## config.mk

```make
export PLATFORM = sky130hd
export DESIGN_NAME = uart_tx_arbiter
export DESIGN_NICKNAME = d
export VERILOG_FILES = /design/src/rtl/uart_tx_arbiter.sv
export SDC_FILE = /design/constraint.sdc
export NUM_CORES = 1
export LEC_CHECK = 0
export BUFFER_PORTS_ARGS = -buffer_cell sky130_fd_sc_hd__buf_2
export CAP_MARGIN = 20
export CELL_PAD_IN_SITES_DETAIL_PLACEMENT = 1
export CELL_PAD_IN_SITES_GLOBAL_PLACEMENT = 1
export CORE_MARGIN = 3
export CORE_UTILIZATION = 40
export CTS_BUF_LIST = sky130_fd_sc_hd__clkbuf_4
export DETAILED_ROUTE_END_ITERATION = 7
export GPL_TIMING_DRIVEN = 0
export PLACE_DENSITY = 0.83
export SETUP_SLACK_MARGIN = 0.2
export SLEW_MARGIN = 0
export SYNTH_ARGS = -nofsm -noshare
export SYNTH_HDL_FRONTEND = slang
export SYNTH_SLANG_ARGS = --single-unit
```

## constraint.sdc

```tcl
create_clock -name i_clk -period 5.2 [get_ports i_clk]
set_input_delay 0.78 -clock i_clk [delete_from_list [all_inputs] [get_ports i_clk]]
set_output_delay 0.78 -clock i_clk [all_outputs]
set_load 0.02 [all_outputs]
```

## src/rtl/uart_tx_arbiter.sv

```systemverilog
// Round-robin arbiter that locks one byte-stream requester onto a UART emitter
// for a whole message, with a one-byte output buffer and idle-owner timeout.
module uart_tx_arbiter #(
  parameter int NUM_REQ = 4,
  parameter int TIMEOUT = 1024
) (
  input  logic                 i_clk,
  input  logic                 i_rst,
  input  logic [8*NUM_REQ-1:0] i_data,
  input  logic [NUM_REQ-1:0]   i_last,
  input  logic [NUM_REQ-1:0]   i_valid,
  output logic [NUM_REQ-1:0]   o_ready,
  output logic [7:0]           o_data,
  output logic                 o_valid,
  input  logic                 i_ready,
  output logic [NUM_REQ-1:0]   o_grant,
  output logic                 o_timeout
);

  localparam int IW = (NUM_REQ > 1) ? $clog2(NUM_REQ) : 1;
  localparam int CW = $clog2(TIMEOUT);

  typedef enum logic {S_IDLE, S_LOCKED} state_t;

  state_t             r_state, w_state_nxt;
  logic [NUM_REQ-1:0] r_grant, w_grant_nxt;
  logic [IW-1:0]      r_rr_ptr, w_rr_ptr_nxt;
  logic [CW-1:0]      r_cnt, w_cnt_nxt;
  logic [7:0]         r_data, w_data_nxt;
  logic               r_valid, w_valid_nxt;
  logic               r_timeout, w_timeout_nxt;

  logic               w_owner_valid;
  logic               w_owner_last;
  logic [7:0]         w_owner_data;
  logic               w_accept;
  logic               w_found;
  logic [NUM_REQ-1:0] w_win_oh;
  logic [IW-1:0]      w_win_idx;

  // Owner fields are selected through the one-hot grant so no index register is needed.
  always_comb begin
    w_owner_valid = |(i_valid & r_grant);
    w_owner_last  = |(i_last & r_grant);
    w_owner_data  = '0;
    for (int unsigned k = 0; k < NUM_REQ; k++) begin
      if (r_grant[k]) w_owner_data = w_owner_data | i_data[8*k +: 8];
    end
  end

  assign o_ready  = (r_state == S_LOCKED && (!r_valid || i_ready)) ? r_grant : '0;
  assign w_accept = |(o_ready & i_valid);

  // Scan from the round-robin pointer upward, wrapping, and take the first request.
  always_comb begin
    int unsigned j;
    w_found   = 1'b0;
    w_win_oh  = '0;
    w_win_idx = '0;
    for (int unsigned i = 0; i < NUM_REQ; i++) begin
      j = i + 32'(r_rr_ptr);
      if (j >= NUM_REQ) j = j - NUM_REQ;
      if (!w_found && i_valid[IW'(j)]) begin
        w_found            = 1'b1;
        w_win_oh[IW'(j)]   = 1'b1;
        w_win_idx          = IW'(j);
      end
    end
  end

  always_comb begin
    w_state_nxt   = r_state;
    w_grant_nxt   = r_grant;
    w_rr_ptr_nxt  = r_rr_ptr;
    w_cnt_nxt     = r_cnt;
    w_data_nxt    = r_data;
    w_valid_nxt   = r_valid;
    w_timeout_nxt = 1'b0;

    case (r_state)
      S_IDLE: begin
        if (w_found) begin
          w_state_nxt  = S_LOCKED;
          w_grant_nxt  = w_win_oh;
          w_rr_ptr_nxt = (w_win_idx == IW'(NUM_REQ-1)) ? '0 : w_win_idx + 1'b1;
          w_cnt_nxt    = '0;
        end
      end
      S_LOCKED: begin
        if (w_owner_valid) begin
          w_cnt_nxt = '0;
          if (w_accept && w_owner_last) begin
            w_state_nxt = S_IDLE;
            w_grant_nxt = '0;
          end
        end else if (r_cnt == CW'(TIMEOUT-1)) begin
          w_state_nxt   = S_IDLE;
          w_grant_nxt   = '0;
          w_cnt_nxt     = '0;
          w_timeout_nxt = 1'b1;
        end else begin
          w_cnt_nxt = r_cnt + 1'b1;
        end
      end
      default: ;
    endcase

    // An accept refills the buffer even when the emitter drains it in the same cycle.
    if (w_accept) begin
      w_data_nxt  = w_owner_data;
      w_valid_nxt = 1'b1;
    end else if (r_valid && i_ready) begin
      w_valid_nxt = 1'b0;
    end
  end

  always_ff @(posedge i_clk) begin
    if (i_rst) begin
      r_state   <= S_IDLE;
      r_grant   <= '0;
      r_rr_ptr  <= '0;
      r_cnt     <= '0;
      r_data    <= '0;
      r_valid   <= 1'b0;
      r_timeout <= 1'b0;
    end else begin
      r_state   <= w_state_nxt;
      r_grant   <= w_grant_nxt;
      r_rr_ptr  <= w_rr_ptr_nxt;
      r_cnt     <= w_cnt_nxt;
      r_data    <= w_data_nxt;
      r_valid   <= w_valid_nxt;
      r_timeout <= w_timeout_nxt;
    end
  end

  assign o_data    = r_data;
  assign o_valid   = r_valid;
  assign o_grant   = r_grant;
  assign o_timeout = r_timeout;

endmodule

```

== Word level (Yosys, flattened, before mapping) ==
Index checks and enable logic that the tools add are counted.
W data, S select, Z words.

* Register bits after elaboration: 27

* Add/subtract/negate cells: 9
* Magnitude comparators: 12
* Eq/ne operators: 5
* Mux-type cells: 55
* Bitwise gates (word level): 10
* Reductions and logical operators: 22

{| class="wikitable"
|+ Operator list
! operator !! number
|-
| $mux W4 || 9
|-
| $mux W8 || 4
|-
| $mux W10 || 3
|-
| $or A8 B8 Y8 || 3
|-
| $pmux W10 S2 || 1
|-
| $mux W1 || 19
|-
| $mux W2 || 9
|-
| $and A4 B4 Y4 || 3
|-
| $lt A2 B3 Y1 const B || 4
|-
| $or A4 B4 Y4 || 3
|-
| $reduce_or A4 Y1 || 3
|-
| $add A10 B1 Y10 const B || 1
|-
| $eq A10 B10 Y1 const B || 1
|-
| $logic_and A1 B1 Y1 || 10
|-
| $ge A3 B3 Y1 const B || 3
|-
| $bmux W1 S2 || 4
|-
| $demux W1 S2 || 4
|-
| $ge A2 B1 Y1 const B || 4
|-
| $pmux W4 S2 || 1
|-
| $sub A2 B1 Y2 const B || 4
|-
| $add A2 B2 Y3 const A || 2
|-
| $reduce_or A6 Y1 || 1
|-
| $logic_not A1 Y1 || 4
|-
| $add A1 B2 Y3 const A || 1
|-
| other kinds (12) || 12
|}

== Logic depth before layout (Yosys ltp) ==
Gate-level depths: netlist of run 1.

* Word-level depth: 16
* Depth in mapped cells: 10
* Gate-level depth less buffers: 8

== Worst setup path after synthesis of run 1 ==
OpenSTA, ideal clock, no wires.

* Kind: register -> register
* From: register r_rr_ptr[0]
* To: register r_rr_ptr[1]
* Library setup time: 131 ps
* Data arrival time: 2,486 ps
* Setup slack: 2,583 ps
* Stages on the path, launching flop included: 11
* Buffers on the path: 2
* Clock period less this slack: 2,617 ps
* Cells stage by stage: dfxtp_1 > buf_2 > inv_1 > ha_1 > buf_2 > mux4_1 > nor2b_4 > or2_4 > nor2_1 > a31oi_1 > o311ai_1

* Word-level cells in the longest chain between the ends: 16
* Elaborated cells between the ends (all ways): 41
* Classes of those cells: add/sub (8); order compare (4); eq/ne (1); mux (21); reduce/logical (7)

{| class="wikitable"
|+ Ends and longest elaborated chain
! item !! RTL line !! text
|-
| start, declared || 27 || <nowiki>logic [IW-1:0] r_rr_ptr, w_rr_ptr_nxt;</nowiki>
|-
| start signal, assigned || 129 || <nowiki>r_rr_ptr <= w_rr_ptr_nxt;</nowiki>
|-
| parallel branches: the longest is 16 deep, another holds $add A1 B2 Y3 || n/a ||
|}

Parallel ways; which one is timed is not known. The select of a mux whose other input is x is not followed.
A chain may end at the register's enable or synchronous reset.

== Worst setup path in the final report of run 1 ==
Ends and elaborated chain as after synthesis.

==> results.yml, run 1 <==
outcome:
  status: "finished, final reports clean"
layout:
  nets: 315
  finalNonFillerCells: 313
  insertedDiodeCount: 0
  drive_above_1_share_pct: 28.9
  syn2layout_area_growth_pct: 22.3
  final_cell_mix: "61 x buf_2, 29 x nor2_1, 28 x a22oi_1"
  layout_commonest_cell: "buf_2"
timing:
  fin_crit_ps: 2940
  tns_ps: 0
  fin_crit_sh_pct: 56.5
  hold_viol: 0
  finalWorstSetupSlack_ps: 2260
  fmax_mhz: 340
  slew_headroom_pct: 60.2
  fin_worst_skew_ps: 1.51
  rsz0062_at_grt: "no"
  tightest_slew_ps: 596
  drv_slew: 0
  finalSetupViolations: 0
setup_path:
  timing_worst_setup_path_type: "register to register"
  startpoint_type: "register"
  required_ps: 5410
  critical_path.endpoint: "r_rr_ptr[1]"
  crit_arrival_ps: 3150
  cp-end-kind: "register"
  rrSetupSlack_ps: 2260
  r2r_start: "r_rr_ptr[0]"
  crit_fanout: 10
  rr_worst_depth: 10
  crit_path_start: "r_rr_ptr[0]"
  r2r-end: "r_rr_ptr[1]"
yosys:
  ys.flop_type: "dfxtp_1"
  netlist_area_um2: 1740
  synth_area_leaders: "dfxtp_1 31%, a22oi_1 12%, nor2_1 6.3%, ha_1 5.8%, a311oi_1 4.0%"
  synth.distinct_cells: 42
  yosysTopAreaCell: "dfxtp_1"
  async_flop_share_pct: 0
  syn_inst: 200
  seq_area_frac_synth_pct: 31.1
  synth_edf_count: 0
  synth_nets: 251
  yosys_warnings: 0
  syn_area_per_cell_um2: 8.69
  synth_top_area_share_pct: 31.1
  ys_ff_latch: 27
route:
  drc: 0
  firstDrtPassIters: 4
  routed_wl_mm: 5.15
  via_count: 1804
  ant_nets: 0
  drt_iter0_drc: 94
  vias_per_cell: 5.76
  routedWlPerCell_um: 16.5
clock_tree:
  cts_max_path_buffers: 2
  cts.reportedPaths.clkPinSlew_ps: 140
  cts_made_buffers: 3
  cts_sinks: 27
  cts_hold_buf: 0
  cts_root_buf: "clkbuf_4"
  clk_latency_ps: 320
  cts_resized: 0
  htreeDepth: 1
  cts_tree: "yes"
  post_cts_buffers: 0
power_and_ir_drop:
  cellPowerDensity_nw_per_um2: 379
  peakVddDrop_uv: 265
  p_leak_nw: 0.901
  finalPower_w: 0.000807
floorplanning:
  coreArea_um2: 4090
  die_x_um: 71.9
  pin_count: 61
  die_area_um2: 5170
  floorplan.rows: 23
  die-height_um: 71.9
  start_util_pct: 42.5
placement:
  dpl_worst_slack_ps: 2240
  dp_hpwl_mm: 4.00
  dp_cells: 309
  gp_congestion: 0.771
  port_buffers: 59
job:
  drv_cap: 0
global_route:
  grt.overflow.total: 0
  grtUsageTotal_pct: 20.7
  grt_first_pass_wirelength_mm: 8.57
  grt_max_degree: 15
  grt_pass1_vias: 1770
  antenna_found_initial: 0
worst_hold_path:
  min_path_type: "register to register"
## critical path: stages, from the launching register on
cell and delay, ps:
dfxtp_1 530, buf_2 280, inv_1 160, ha_1 310, buf_2 190, mux4_1 710, nor2b_4 210, or2_4 150
nor2_1 40, a31oi_1 160, o311ai_1 110
## layer usage
metal	track usage, %	wire, um	up-vias
li1	-	-	893
met1	27.1	2280	882
met2	35.9	2680	25
met3	2.91	147	4
met4	5.01	49	0
met5	0	0	-
## stage by stage
stage	instance area, um^2	utilization (%)	hold WS (ps)
floorplan	1740	-	469
global placement	2100	51.3	483
detailed placement	2100	51.3	493
CTS	2130	52.0	513
global route	2130	52.0	540
finish	2130	52.0	504
## synth_stat cells, drive strengths merged, types with 2 or more instances
library cell / n
inv: 3
a22oi: 28
mux4: 3
nand3: 6
nand2: 7
or3b: 2
nor2: 29
clkbuf: 9
dfxtp: 27
buf: 6
a31oi: 2
a311oi: 8
a21oi: 8
o21ai: 9
nand4b: 2
and3: 7
xor2: 5
o211ai: 2
and4: 2
nand2b: 3
a22o: 4
nand4: 3
ha: 8
and2: 2
xnor2: 3
## power breakdown
part / leakage [nW] / total, W / internal, W / switching, W
clock network: 0.0184 / 0.0000955 / 0.0000352 / 0.0000602
logic: 0.663 / 0.000438 / 0.000183 / 0.000255
registers: 0.219 / 0.000273 / 0.000238 / 0.0000352
total: 0.901 / 0.000807 / 0.000456 / 0.000351
## kinds of logic after synthesis
kind of cell             count (synthesis)  share of synthesized area [%]
XOR/XNOR                                 8                           4.03
AND/OR/NAND/NOR                         68                           20.3
flip-flops                              27                           31.1
adder cells (fa/ha/maj)                  8                           5.76
buffers and inverters                   18                           5.54
AO/OA/AOI/OAI                           66                           27.7
multiplexers                             5                           5.54
## cell type report
class / count / area (um^2)
Buffer: 15 / 85.1
Clock buffer: 4 / 30.0
Timing Repair Buffer: 59 / 295
Inverter: 3 / 11.3
Sequential cell: 27 / 541
Tap cell: 50 / 62.6
Multi-Input combinational cell: 155 / 1100
Fill cell: 537 / 1960
## worst min path at each step
stage,startpoint,to,slack [ps],depth (start not counted)
after floorplan,r_cnt[6],r_cnt[6],470,2
after global routing,o_data[6],o_data[6],540,2
after global placement,o_data[7],o_data[7],480,2
final,o_data[5],o_data[5],500,2
after detailed placement,o_data[2],o_data[2],490,2
after CTS,o_data[2],o_data[2],510,2
## registers in the layout, indices dropped and copies added, names as in the netlist
| signal | cells |
|---|---|
| r_cnt | 10 |
| o_data | 8 |
| o_grant | 4 |
| r_rr_ptr | 2 |
| o_timeout | 1 |
| o_valid | 1 |
| r_state | 1 |
(Power assumes the default switching activity.)
==> run 2: changes to the inputs <==
--- a/config.mk
+++ b/config.mk
@@ -5,16 +5,17 @@
 export SDC_FILE = /design/constraint.sdc
 export NUM_CORES = 1
 export LEC_CHECK = 0
+export ABC_AREA = 1
 export BUFFER_PORTS_ARGS = -buffer_cell sky130_fd_sc_hd__buf_2
 export CAP_MARGIN = 20
 export CELL_PAD_IN_SITES_DETAIL_PLACEMENT = 1
 export CELL_PAD_IN_SITES_GLOBAL_PLACEMENT = 1
 export CORE_MARGIN = 3
-export CORE_UTILIZATION = 40
+export CORE_UTILIZATION = 33
 export CTS_BUF_LIST = sky130_fd_sc_hd__clkbuf_4
 export DETAILED_ROUTE_END_ITERATION = 7
 export GPL_TIMING_DRIVEN = 0
-export PLACE_DENSITY = 0.83
+export PLACE_DENSITY = 0.74
 export SETUP_SLACK_MARGIN = 0.2
 export SLEW_MARGIN = 0
 export SYNTH_ARGS = -nofsm -noshare
==> constraint.sdc (replaced) <==
create_clock -name i_clk -period 2.7 [get_ports i_clk]
set_input_delay 0.405 -clock i_clk [delete_from_list [all_inputs] [get_ports i_clk]]
set_output_delay 0.405 -clock i_clk [all_outputs]
set_load 0.02 [all_outputs]
==> run 2 against run 1 <==
Sequential share of layout area shrank 2.7 points. First-iteration DRC count shrank 39%. Worst setup slack lost 1800 ps. Final area grew 13%. Die area grew 34%. Hold slack lost 160 ps. Sequential power grew 110%. Critical endpoint is now o_grant[2]. Highest routed layer unchanged.
==> results.yml, run 2 <==
layout:
  fillerInstances: 781
  top_register: "r_cnt"
  final_cell_mix: "79 x nand2_1, 60 x buf_2, 26 x a21oi_1"
  largest_reg_flops: 10
  nets: 408
  layout_commonest_cell: "nand2_1"
  syn2layout_area_growth_pct: 21.2
  drive_above_1_share_pct: 27.8
  insertedDiodeCount: 0
global_route:
  grt_max_degree: 18
  antenna_found_initial: 0
  grt_pass1_vias: 2248
  grtUsageTotal_pct: 17.5
  grt_first_pass_wirelength_mm: 10.4
  grt.overflow.total: 0
floorplanning:
  coreArea_um2: 5640
  pin_count: 61
  die_x_um: 83.3
  die-height_um: 83.3
  die_area_um2: 6940
  start_util_pct: 35.0
  floorplan.rows: 27
yosys:
  syn_area_per_cell_um2: 6.73
  netlist_area_um2: 1970
  yosys_warnings: 0
  synth_top_area_share_pct: 27.4
  synth_nets: 344
  synth.most_common_cell: "nand2_1"
  synth_area_leaders: "dfxtp_1 27%, nand2_1 15%, a21oi_1 6.6%, nand3_1 5.3%, ha_1 5.1%"
  syn_inst: 293
  synthTopCellsByCount: "79 x nand2_1, 27 x dfxtp_1, 26 x a21oi_1"
  synth_edf_count: 0
  async_flop_share_pct: 0
  synth.distinct_cells: 35
  ys_ff_latch: 27
  ys.flop_type: "dfxtp_1"
  yosysTopAreaCell: "dfxtp_1"
  seq_area_frac_synth_pct: 27.4
clock_tree:
  cts_hold_buf: 0
  cts_made_buffers: 3
  cts.reportedPaths.clkPinSlew_ps: 170
  post_cts_buffers: 0
  cts_resized: 0
  cts_root_buf: "clkbuf_4"
  cts_max_path_buffers: 2
  cts_sinks: 27
  cts_tree: "yes"
  htreeDepth: 1
  clk_latency_ps: 340
route:
  drt_iter0_drc: 57
  routed_wl_mm: 6.04
  via_count: 2168
  drc: 0
  vias_per_cell: 5.07
  ant_nets: 0
  routedWlPerCell_um: 14.1
  firstDrtPassIters: 4
timing:
  drv_slew: 0
  tns_ps: 0
  fin_crit_sh_pct: 83.5
  fmax_mhz: 443
  fin_worst_skew_ps: 8.44
  slew_headroom_pct: 67.7
  tightest_slew_ps: 485
  fin_crit_ps: 2260
  finalSetupViolations: 0
  hold_viol: 0
  rsz0062_at_grt: "no"
power_and_ir_drop:
  peakVddDrop_uv: 361
  p_leak_nw: 1.15
  cellPowerDensity_nw_per_um2: 961
  finalPower_w: 0.00230
worst_hold_path:
  hp-start: "i_data[26]"
  min_path_type: "input port to register"
setup_path:
  crit_path_start: "r_rr_ptr[0]"
  crit_arrival_ps: 2540
  cpMostUsedCell: "nand2_1"
  crit_chain: "buf_6 -> inv_8 -> ha_1 -> inv_1 -> nand3_1 -> nand2_1 -> nand2_1 -> nor2_2 -> nand3_2 -> nand2_1 -> nand2_1 -> a21oi_1"
  startpoint_type: "register"
  r2r_start: "r_rr_ptr[0]"
  cp-end-kind: "register"
  crit_fanout: 12
  slowest_stage: "dfxtp_2"
  required_ps: 2980
  timing_worst_setup_path_type: "register to register"
  cp_slowest_stage_delay_ps: 420
placement:
  gp_congestion: 0.851
  port_buffers: 59
  dp_hpwl_mm: 4.90
job:
  drv_cap: 0
outcome:
  status: "finished, final reports clean"
-- run 2: cell families after synthesis --
logic type	Yosys count	synth area share, %
buf+inv	38	8.24
fa+ha+maj	8	5.07
xor+xnor	3	1.33
simple gates	159	39.6
compound gates	58	18.3
flops	27	27.4
-- run 2: cell type report --
cell class,count,area [um^2],share of cell area [%]
plain buffers,10,50.0,2.09
clock buffers,3,22.5,0.941
clock inverters,1,8.76,0.366
inverters,28,113,4.71
multi-input cells,228,1270,53.1
flip-flops and latches,27,543,22.7
well taps,72,90.1,3.77
repair buffers,59,295,12.3
-- run 2: power by group --
group          internal (W)  switching (W)
sequential         0.000492      0.0000787
combinational      0.000494        0.00103
clock             0.0000606       0.000140
-- run 2: through the flow --
step	worst slack, ps	hold slack, ps	cells	area (um^2)	utilization (%)
5_1_grt	247	323	428	2390	42.4
3_5_place_dp	381	495	424	2360	41.8
4_1_cts	348	333	428	2390	42.4
2_1_floorplan	798	457	293	1970	-
3_3_place_gp	448	472	424	2360	41.8
6_report	445	341	428	2390	42.4
-- run 2: final timing paths --
kind	to	slack, ps	cells after the start
min reg2reg	r_cnt[7]	510	2
max reg2reg	o_grant[2]	440	12
min	o_data[2]	340	3
max	o_grant[2]	440	12
-- run 2: metal layers --
layer  global-route usage (%)  vias to the layer above  wire length [um]
li1                         -                     1108                 -
met1                     21.3                     1007              2730
met2                     31.3                       51              2890
met3                     5.16                        2               395
met4                     1.78                        0                21
met5                        0                        -                 0
-- run 2: worst max-delay path: cells and delay by family, from the launching register on --
family | cells | cell delay [ps]
AND/OR/NAND/NOR | 7 | 870
flip-flops | 1 | 420
adder cells (fa/ha/maj) | 1 | 380
buffers and inverters | 3 | 360
AO/OA/AOI/OAI | 1 | 160
==> run 3: changes to the inputs <==
==> constraint.sdc (replaced) <==
create_clock -name i_clk -period 1.9 [get_ports i_clk]
set_input_delay 0.285 -clock i_clk [delete_from_list [all_inputs] [get_ports i_clk]]
set_output_delay 0.285 -clock i_clk [all_outputs]
set_load 0.02 [all_outputs]
==> run 3 against run 2 <==
Core utilization rose by 6.3 points. Clock power up 33%. Hold slack worse by 130 ps. Via count rose by 6.0%. Clock-buffer cell count did not move. Worst setup slack lost 380 ps. Power up 76%.
==> results.yml, run 3 (synthesis results as in run 2) <==
floorplanning:
  die_x_um: 83.3
  die-height_um: 83.3
  start_util_pct: 35.0
  floorplan.rows: 27
  coreArea_um2: 5640
  pin_count: 61
  die_area_um2: 6940
worst_hold_path:
  hp-start: "i_data[26]"
  min_path_type: "input port to register"
setup_path:
  crit_arrival_ps: 2090
  path_depth: 13
  rr_worst_depth: 13
  rrSetupSlack_ps: 60
  crit_family: "simple AND/OR/NAND/NOR gates"
  slowest_stage: "dfxtp_4"
  r2r-end: "r_rr_ptr[1]"
  cp-end-kind: "register"
  crit_fanout: 5
  critical_path.endpoint: "r_rr_ptr[1]"
  crit_chain: "buf_8 -> inv_12 -> ha_4 -> buf_4 -> nand2_1 -> nand2_2 -> inv_2 -> nand3_4 -> nand2_2 -> nor2_2 -> nand2_1 -> nand2_1 -> nor2_1"
  cp_slowest_stage_delay_ps: 380
  timing_worst_setup_path_type: "register to register"
  cp_num_buf_inv: 4
  r2r_start: "r_rr_ptr[0]"
  required_ps: 2150
  cpMostUsedCell: "nand2_1"
  startpoint_type: "register"
  crit_path_start: "r_rr_ptr[0]"
layout:
  finalNonFillerCells: 450
  insertedDiodeCount: 0
  top_register: "r_cnt"
  final_cell_mix: "69 x nand2_1, 59 x buf_2, 23 x a21oi_1"
  syn2layout_area_growth_pct: 39.3
  drive_above_1_share_pct: 41.3
  layout_commonest_cell: "nand2_1"
  largest_reg_flops: 10
  final_core_util_pct: 48.7
  nets: 430
placement:
  port_buffers: 59
  dpl_worst_slack_ps: -126
  gp_congestion: 0.817
  dp_hpwl_mm: 4.96
  dp_cells: 424
timing:
  finalSetupViolations: 0
  finalWorstSetupSlack_ps: 61.5
  slew_headroom_pct: 64.2
  drv_slew: 0
  rsz0062_at_grt: "yes"
  fin_crit_ps: 1840
  fin_worst_skew_ps: 10.2
  hold_viol: 0
  tns_ps: 0
  fmax_mhz: 544
  tightest_slew_ps: 536
  fin_crit_sh_pct: 96.8
route:
  vias_per_cell: 5.11
  ant_nets: 0
  drt_iter0_drc: 70
  drc: 0
  firstDrtPassIters: 4
  via_count: 2298
  routedWlPerCell_um: 15.3
  routed_wl_mm: 6.89
clock_tree:
  cts_tree: "yes"
  cts_sinks: 27
  htreeDepth: 1
  cts_hold_buf: 0
  clk_latency_ps: 340
  cts_root_buf: "clkbuf_4"
  cts_max_path_buffers: 2
  cts.reportedPaths.clkPinSlew_ps: 160
  cts_made_buffers: 3
power_and_ir_drop:
  finalPower_w: 0.00405
  cellPowerDensity_nw_per_um2: 1470
  peakVddDrop_uv: 722
  p_leak_nw: 1.29
global_route:
  grtUsageTotal_pct: 19.2
  grt_pass1_vias: 2350
  antenna_found_initial: 0
  grt_first_pass_wirelength_mm: 11.2
  grt_max_degree: 17
  grt.overflow.total: 0
outcome:
  status: "finished, final reports clean"
job:
  drv_cap: 0
==> run 3: cell count changes in the layout (fill, tap and decap cells not counted), sizes merged <==
cell / change
clkinvlp: +1
inv: -1
buf: +21
nor2: +1
==> run 3: per-layer routing <==
layer	up-vias	global-route usage (%)	wire length [um]
met3	9	3.57	354
met4	0	3.12	67
met1	1079	24.7	3070
li1	1155	-	-
met5	-	0	0
met2	55	33.6	3400
==> run 3: where the power goes <==
part           internal [W]  leakage [nW]  switching (W)  total [W]
Clock             0.0000807        0.0139       0.000187   0.000268
Sequential         0.000710         0.222      0.0000938   0.000804
Combinational       0.00113          1.05        0.00185    0.00298
Total               0.00192          1.29        0.00213    0.00405
==> run 3: repair_timing <==
action                                  4_1_cts  5_1_grt
endpoints found under the setup margin       19       24
pin swaps                                    19       17
hold endpoints to repair                      0        0
buffers inserted                             15        6
gates resized for setup                      22       33
cloned                                        1        0
==> run 3: worst min-delay path by stage <==
stage,slack (ps),cells past startpoint,end
final,210,3,o_data[2]
after global routing,210,3,o_data[2]
after CTS,210,3,o_data[2]
after detailed placement,490,2,r_cnt[7]
after global placement,470,2,r_cnt[7]
after floorplan,460,2,r_cnt[7]
==> run 3: area by class of cell <==
cell class,instances,area [um^2]
buffer,10,62.6
clock buffer,3,22.5
clock inverter,1,7.51
fill,748,2890
inverter,28,123
multi-input combinational,229,1430
sequential,27,553
tap,72,90.1
timing repair buffer,80,459
==> run 3: worst register-to-register path, cell delays in order, from the launching register on <==
cell and delay (ps):
dfxtp_4 380, buf_8 120, inv_12 40, ha_4 300, buf_4 130, nand2_1 60, nand2_2 90, inv_2 60
nand3_4 140, nand2_2 120, nor2_2 160, nand2_1 70, nand2_1 50, nor2_1 40
==> run 3: per-stage QoR <==
stage / hold WS [ps] / area, um^2
2_1_floorplan: 457 / 1990
5_1_grt: 207 / 2750
4_1_cts: 210 / 2600
6_report: 213 / 2750
3_3_place_gp: 473 / 2380
3_5_place_dp: 487 / 2380
